**config.mk**
```make
export PLATFORM = sky130hd
export DESIGN_NAME = decode_queue
export DESIGN_NICKNAME = d
export VERILOG_FILES = /design/src/rtl/decode_queue.sv
export SDC_FILE = /design/constraint.sdc
export NUM_CORES = 1
export LEC_CHECK = 0
export CELL_PAD_IN_SITES_DETAIL_PLACEMENT = 0
export CELL_PAD_IN_SITES_GLOBAL_PLACEMENT = 1
export CORE_MARGIN = 5
export CORE_UTILIZATION = 50
export DETAILED_ROUTE_END_ITERATION = 12
export PLACE_DENSITY_LB_ADDON = 0.1
export SKIP_CTS_REPAIR_TIMING = 1
export SLEW_MARGIN = 20
export SYNTH_ARGS = -nofsm -noshare
export SYNTH_HDL_FRONTEND = slang
export SYNTH_SLANG_ARGS = --single-unit
```
**constraint.sdc**
```tcl
create_clock -name clk -period 7.35 [get_ports clk]
set_clock_uncertainty 0.15 [all_clocks]
set_input_delay 1.1025 -clock clk [delete_from_list [all_inputs] [get_ports clk]]
set_output_delay 1.1025 -clock clk [all_outputs]
set_load 0.02 [all_outputs]
```
**src/rtl/decode_queue.sv**
```systemverilog
// RV32I decode stage: fully decodes each fetched instruction and buffers the
// decoded records in an in-order queue between fetch and execute.
module decode_queue #(
   parameter int DEPTH = 4,
   parameter int PC_W  = 32
) (
   input  logic                         clk,
   input  logic                         rst_n,
   input  logic                         flush,
   input  logic                         in_valid,
   output logic                         in_ready,
   input  logic [31:0]                  in_inst,
   input  logic [PC_W-1:0]              in_pc,
   output logic                         out_valid,
   input  logic                         out_ready,
   output logic [PC_W-1:0]              out_pc,
   output logic [4:0]                   rs1,
   output logic [4:0]                   rs2,
   output logic [4:0]                   rd,
   output logic [2:0]                   funct3,
   output logic                         funct7_5,
   output logic [2:0]                   imm_type,
   output logic [31:0]                  imm,
   output logic                         is_lui,
   output logic                         is_auipc,
   output logic                         is_jal,
   output logic                         is_jalr,
   output logic                         is_branch,
   output logic                         is_load,
   output logic                         is_store,
   output logic                         is_opimm,
   output logic                         is_op,
   output logic                         illegal,
   output logic [$clog2(DEPTH+1)-1:0]   count
);

   localparam int AW = $clog2(DEPTH);
   localparam int CW = $clog2(DEPTH+1);

   // cls bit order: lui, auipc, jal, jalr, branch, load, store, opimm, op
   typedef struct packed {
      logic [PC_W-1:0] pc;
      logic [4:0]      rs1;
      logic [4:0]      rs2;
      logic [4:0]      rd;
      logic [2:0]      funct3;
      logic            funct7_5;
      logic [2:0]      imm_type;
      logic [31:0]     imm;
      logic [8:0]      cls;
      logic            illegal;
   } rec_t;

   rec_t          w_dec;
   rec_t          w_head;
   rec_t          w_out;
   rec_t          r_mem [DEPTH];
   logic [AW-1:0] r_wr_ptr;
   logic [AW-1:0] r_rd_ptr;
   logic [CW-1:0] r_count;
   logic          w_enq;
   logic          w_deq;
   logic [31:0]   w_imm_i, w_imm_s, w_imm_b, w_imm_u, w_imm_j;

   assign w_imm_i = {{20{in_inst[31]}}, in_inst[31:20]};
   assign w_imm_s = {{20{in_inst[31]}}, in_inst[31:25], in_inst[11:7]};
   assign w_imm_b = {{19{in_inst[31]}}, in_inst[31], in_inst[7], in_inst[30:25], in_inst[11:8], 1'b0};
   assign w_imm_u = {in_inst[31:12], 12'b0};
   assign w_imm_j = {{11{in_inst[31]}}, in_inst[31], in_inst[19:12], in_inst[20], in_inst[30:21], 1'b0};

   always_comb begin
      w_dec          = '0;
      w_dec.pc       = in_pc;
      w_dec.rs1      = in_inst[19:15];
      w_dec.rs2      = in_inst[24:20];
      w_dec.rd       = in_inst[11:7];
      w_dec.funct3   = in_inst[14:12];
      w_dec.funct7_5 = in_inst[30];
      case (in_inst[6:0])
         7'b0110111: begin w_dec.cls = 9'b100000000; w_dec.imm_type = 3'b100; w_dec.imm = w_imm_u; end
         7'b0010111: begin w_dec.cls = 9'b010000000; w_dec.imm_type = 3'b100; w_dec.imm = w_imm_u; end
         7'b1101111: begin w_dec.cls = 9'b001000000; w_dec.imm_type = 3'b101; w_dec.imm = w_imm_j; end
         7'b1100111: begin w_dec.cls = 9'b000100000; w_dec.imm_type = 3'b001; w_dec.imm = w_imm_i; end
         7'b1100011: begin w_dec.cls = 9'b000010000; w_dec.imm_type = 3'b011; w_dec.imm = w_imm_b; end
         7'b0000011: begin w_dec.cls = 9'b000001000; w_dec.imm_type = 3'b001; w_dec.imm = w_imm_i; end
         7'b0100011: begin w_dec.cls = 9'b000000100; w_dec.imm_type = 3'b010; w_dec.imm = w_imm_s; end
         7'b0010011: begin w_dec.cls = 9'b000000010; w_dec.imm_type = 3'b001; w_dec.imm = w_imm_i; end
         7'b0110011: begin w_dec.cls = 9'b000000001; end
         default:    begin w_dec.illegal = 1'b1; end
      endcase
   end

   // Handshake status comes only from the registered count; no full-queue bypass.
   assign in_ready  = (r_count < CW'(DEPTH));
   assign out_valid = (r_count != '0);
   assign w_enq     = in_valid && in_ready;
   assign w_deq     = out_valid && out_ready;
   assign count     = r_count;

   always_ff @(posedge clk) begin
      if (w_enq) begin
         r_mem[r_wr_ptr] <= w_dec;
      end
   end

   always_ff @(posedge clk or negedge rst_n) begin
      if (!rst_n) begin
         r_wr_ptr <= '0;
         r_rd_ptr <= '0;
         r_count  <= '0;
      end else if (flush) begin
         r_wr_ptr <= '0;
         r_rd_ptr <= '0;
         r_count  <= '0;
      end else begin
         if (w_enq) r_wr_ptr <= r_wr_ptr + 1'b1;
         if (w_deq) r_rd_ptr <= r_rd_ptr + 1'b1;
         case ({w_enq, w_deq})
            2'b10:   r_count <= r_count + 1'b1;
            2'b01:   r_count <= r_count - 1'b1;
            default: r_count <= r_count;
         endcase
      end
   end

   assign w_head = r_mem[r_rd_ptr];
   assign w_out  = out_valid ? w_head : '0;

   assign out_pc    = w_out.pc;
   assign rs1       = w_out.rs1;
   assign rs2       = w_out.rs2;
   assign rd        = w_out.rd;
   assign funct3    = w_out.funct3;
   assign funct7_5  = w_out.funct7_5;
   assign imm_type  = w_out.imm_type;
   assign imm       = w_out.imm;
   assign is_lui    = w_out.cls[8];
   assign is_auipc  = w_out.cls[7];
   assign is_jal    = w_out.cls[6];
   assign is_jalr   = w_out.cls[5];
   assign is_branch = w_out.cls[4];
   assign is_load   = w_out.cls[3];
   assign is_store  = w_out.cls[2];
   assign is_opimm  = w_out.cls[1];
   assign is_op     = w_out.cls[0];
   assign illegal   = w_out.illegal;

endmodule

```
* Yosys cells after proc, flatten, opt, wreduce, memory -nomap -nowiden *
Memory sizes are Yosys's and may differ from the RTL's.
Cells that the tools add are included.

word-level totals
  bits in registers = 7
  memory bits (writable) = 384
  output and inout bits = 101
  word-level logic and storage cells = 41
  memories = 1

memory list
  memory  words  width  read ports  clocked after Yosys merged registers in  write ports  RTL line  RTL
  r_mem   4      96     1           0                                        1            57        rec_t r_mem [DEPTH];

operators by class
  add/subtract/negate cells = 4
  $lt $le $gt $ge = 1
  eq/ne operators = 11
  multiplexer cells = 12
  reduce and logical (&&, ||, !) cells = 9

operators by type and width
  cell                                              number
  one-hot mux 35 bit (5 select lines)               1
  2-to-1 mux 96 bit                                 1
  one-hot mux 9 bit (9 select lines)                1
  == test 7 x 6 -> 1 bit, second input constant     3
  == test 7 bit, second input constant              3
  == test 7 x 5 -> 1 bit, second input constant     2
  OR reduction 9 bit                                1
  2-to-1 mux 2 bit                                  4
  == test 7 x 2 -> 1 bit, second input constant     1
  one-hot mux 3 bit (2 select lines)                1
  nonzero test 3 bit                                2
  adder 2 x 1 -> 2 bit, second input constant       2
  nonzero test 2 bit                                2
  adder 3 x 1 -> 3 bit, second input constant       1
  < comparator 3 bit, second input constant         1
  2-to-1 mux 1 bit                                  3
  2-to-1 mux 3 bit                                  1
  OR reduction 3 bit                                1
  subtractor 3 x 1 -> 3 bit, second input constant  1
  == test 2 x 1 -> 1 bit, second input constant     1
  == test 2 bit, second input constant              1
  logical AND 1 bit                                 2
  OR reduction 2 bit                                1

* Longest topological paths before layout *
  word-level depth = 5
  gate-level depth with buffers = 7
  depth with buffers taken out = 6

* Worst setup path before layout *
OpenSTA, ideal clock, no wires.

  kind = input to register
  start point = in in_valid
  end point = mem r_mem[0][0] (netlist name) (enable)
  setup time = 466 ps
  arrival = 3,760 ps
  data required time = 6,734 ps
  setup slack = 2,974 ps
  cell stages on the path = 3
  cells stage by stage = nor2b_1 > buf_2 > and2_1

on the way
  cells in the longest elaborated chain, start to end = 3

ends and longest elaborated chain
  item                                    RTL line  RTL
  start, declared                         10        input logic in_valid,
  logical AND 1 bit                       96        assign w_enq = in_valid && in_ready;
  2-to-1 mux 1 bit                        101       if (w_enq) begin
  2-to-1 mux 1 bit (not written as such)  102       r_mem[r_wr_ptr] <= w_dec;
  end, declared                           57

No other way between the ends.

* Final worst setup path *
  start point = reg r_rd_ptr[1]
  end point = out imm[5]

on the way
  cells in the longest elaborated chain, start to end = 2

ends and longest elaborated chain
  item                      RTL line  RTL
  start, declared           59        logic [AW-1:0] r_rd_ptr;
  start signal, assigned    117       if (w_deq) r_rd_ptr <= r_rd_ptr + 1'b1;
  memory read (4 x 96 bit)  n/a
  2-to-1 mux 96 bit         127       assign w_out = out_valid ? w_head : '0;
  end, declared             23        output logic [31:0] imm,

No other way between the ends.

==> impl_metrics.yaml <==
die:
  dieArea_um2: 34800
  die_w_um: 187
  rows: 64
  core_area_um2: 30700
  start_util: 0.508
  die_h_um: 187
  io_pins: 170
setup_path:
  cpMaxStageDelayCell: "dfrtp_4"
  path_class: "reg -> out"
  crit_chain: "buf_4, mux4_2, and2_1, clkdlybuf4s50_1"
  cp-start-kind: "flip-flop"
  cp_max_fo: 50
  worstSetupEndpointType: "output pin"
  worstPathArrival_ns: 3.43
  required_ns: 6.10
  slowest_delay_ns: 0.96
synth:
  syn_area_per_cell_um2: 20.7
  syn_area_um2: 15600
  synth_top_area_frac: 0.740
  synth_edf_count: 384
  ys_async_sr_fraction: 0.0179
  synth_flop_cell: "edfxtp_1"
  syn_nets: 828
  synth_area_leaders: "edfxtp_1, mux4_2, and2_1"
  yosys_warnings: 0
  yosys.cell_types.count: 45
  post-synth-top-area-cell: "edfxtp_1"
  synth_cells: 754
  ys_ff_latch: 391
  yosysMostFrequentCell: "edfxtp_1"
  netlist_top_cells_count: "edfxtp_1, and2_1, mux4_2"
  ys_seq_area_frac: 0.751
cts:
  h-tree-depth: 2
  root_buffer: "clkbuf_16"
  cts.sinks: 391
  clk_pin_slew_worst_paths_ns: 0.06
  cts_tree: "built"
  clock_latency_ns: 0.53
  cts_buffers: 41
  cts_buffer_depth: 3
sta:
  hold_violations: 0
  max-slew-margin-rel: 0.331
  setup_tns_ns: 0
  setup_viol: 0
  setup_ws_ns: 2.66
  finalMaxSlewViolations: 0
  period_minus_slack_ns: 4.69
  tightest_slew_ns: 1.00
  min_period_over_period: 0.638
  rsz0062_at_grt: "no"
  hold_ws_ns: 0.453
  fmax_ghz: 0.213
run:
  drv_cap: 0
routing:
  first_pass_iters: 5
  wire_per_inst_um: 23.6
  drc: 0
  vias: 7721
  drtIter0Drc: 514
  wl_um: 32000
  ant_nets: 0
  viasPerCell: 5.68
place:
  io_buffers: 169
  place_congestion: 0.770
  detailedPlace.worstSlack_ns: 2.87
  post-dp-hpwl_um: 18600
cells_and_area:
  layout.nets: 1003
  fill_cells: 2148
  drive_above_1_share: 0.184
  multi_input_area_um2: 3660
  seqCellArea_um2: 11700
  synthToLayoutAreaGrowth_pct: 21.9
  postLayoutCoreUtil: 0.620
global_routing:
  grt_max_degree: 98
  antenna_found_initial: 2
  first_global_vias: 8509
  grt_pass1_wl_um: 49800
  gr-usage-all-layers: 0.182
  overflow: 0
  grtUsageMet1: 0.251
  grt-busiest-layer: "met2"
  grt_use_met3: 0.0320
  met2_usage: 0.305
power_and_ir_drop:
  ir_drop_mv: 0.245
  p_leak_uw: 0.00620
  p_per_area_nw_per_um2: 368
run_status:
  status: "complete, no violations"
min_path:
  hold_class: "reg -> reg"
[area by class of cell]
cell class              count  area share
clock buffers              51      0.0582
inverters                   6     0.00118
flip-flops and latches    391       0.616
multi-input cells         312       0.192
repair buffers            177      0.0928
diodes                      2    0.000263
well taps                 396      0.0261
clock inverters            24      0.0128
[where the power goes]
| part | total, uW | switching, uW | internal [uW] |
|---|---|---|---|
| combinational | 2160 | 1090 | 1070 |
| clock | 2040 | 799 | 1240 |
| sequential | 2790 | 125 | 2660 |
| total | 6990 | 2020 | 4970 |
[metrics by stage]
stage               power, uW  std cells  cell area (um2)
floorplan                4110        754            15600
global placement         5010       1282            17700
detailed placement       5040       1282            17700
CTS                      7100       1357            19000
global route             7300       1359            19000
finish                   6990       1359            19000
[flip-flops by register name, summed over array words and instances (netlist names)]
register  count
r_wr_ptr      2
count         3
r_rd_ptr      2
r_mem       384
[metal layers]
layer,share of wire,up-vias
met5,0,-
li1,-,3413
met2,0.50,225
met3,0.047,45
met4,0.020,0
met1,0.43,4038
[logic make-up (layout without fill, tap and decap cells)]
logic type                 count (synthesis)  in the layout  synth area share
AOI/OAI and AO/OA                         30             30            0.0165
xor gates and xnor gates                   5              5           0.00369
adders and majority gates                  5              5           0.00450
buffers and inverters                     51            258            0.0165
DFF                                      391            391             0.751
muxes                                     98             98             0.140
other                                      0              2                 0
and+or+nand+nor                          174            174            0.0674
[path summary, 6_finish.rpt]
path,cells past startpoint,slack (ns),from,to
worst min-delay path,2,0.45,r_wr_ptr[1],r_wr_ptr[1]
max in group asynchronous,1,6.04,rst_n,r_rd_ptr[0]
min in group asynchronous,1,0.70,rst_n,count[2]
worst max register to register,3,4.09,count[2],r_mem[2][42]
worst max-delay path,4,2.66,r_rd_ptr[1],imm[5]
worst min register to register,2,0.45,r_wr_ptr[1],r_wr_ptr[1]
[cell usage in the layout, fill, tap and decap left out, drive strengths merged, types with 2 or more instances in the layout]
cell type / count
a21o: 8
a22o: 11
and2: 108
and3: 5
and3b: 2
buf: 8
bufinv: 5
clkbuf: 51
clkdlybuf4s50: 169
clkinv: 16
clkinvlp: 2
dfrtp: 7
diode: 2
edfxtp: 384
ha: 4
inv: 7
mux4: 96
nand2: 5
nand3: 22
nand4: 4
nor2: 9
nor2b: 6
nor3: 3
nor4bb: 2
o21ai: 2
o311ai: 2
or3b: 2
xor2: 3
[critical path, delay by kind of cell, from the launching register on]
family                 cells  cell delay (ns)
buffers and inverters      2             1.27
and+or+nand+nor            1             0.22
DFF                        1             0.96
muxes                      1             0.40
(Power assumes the default switching activity.)
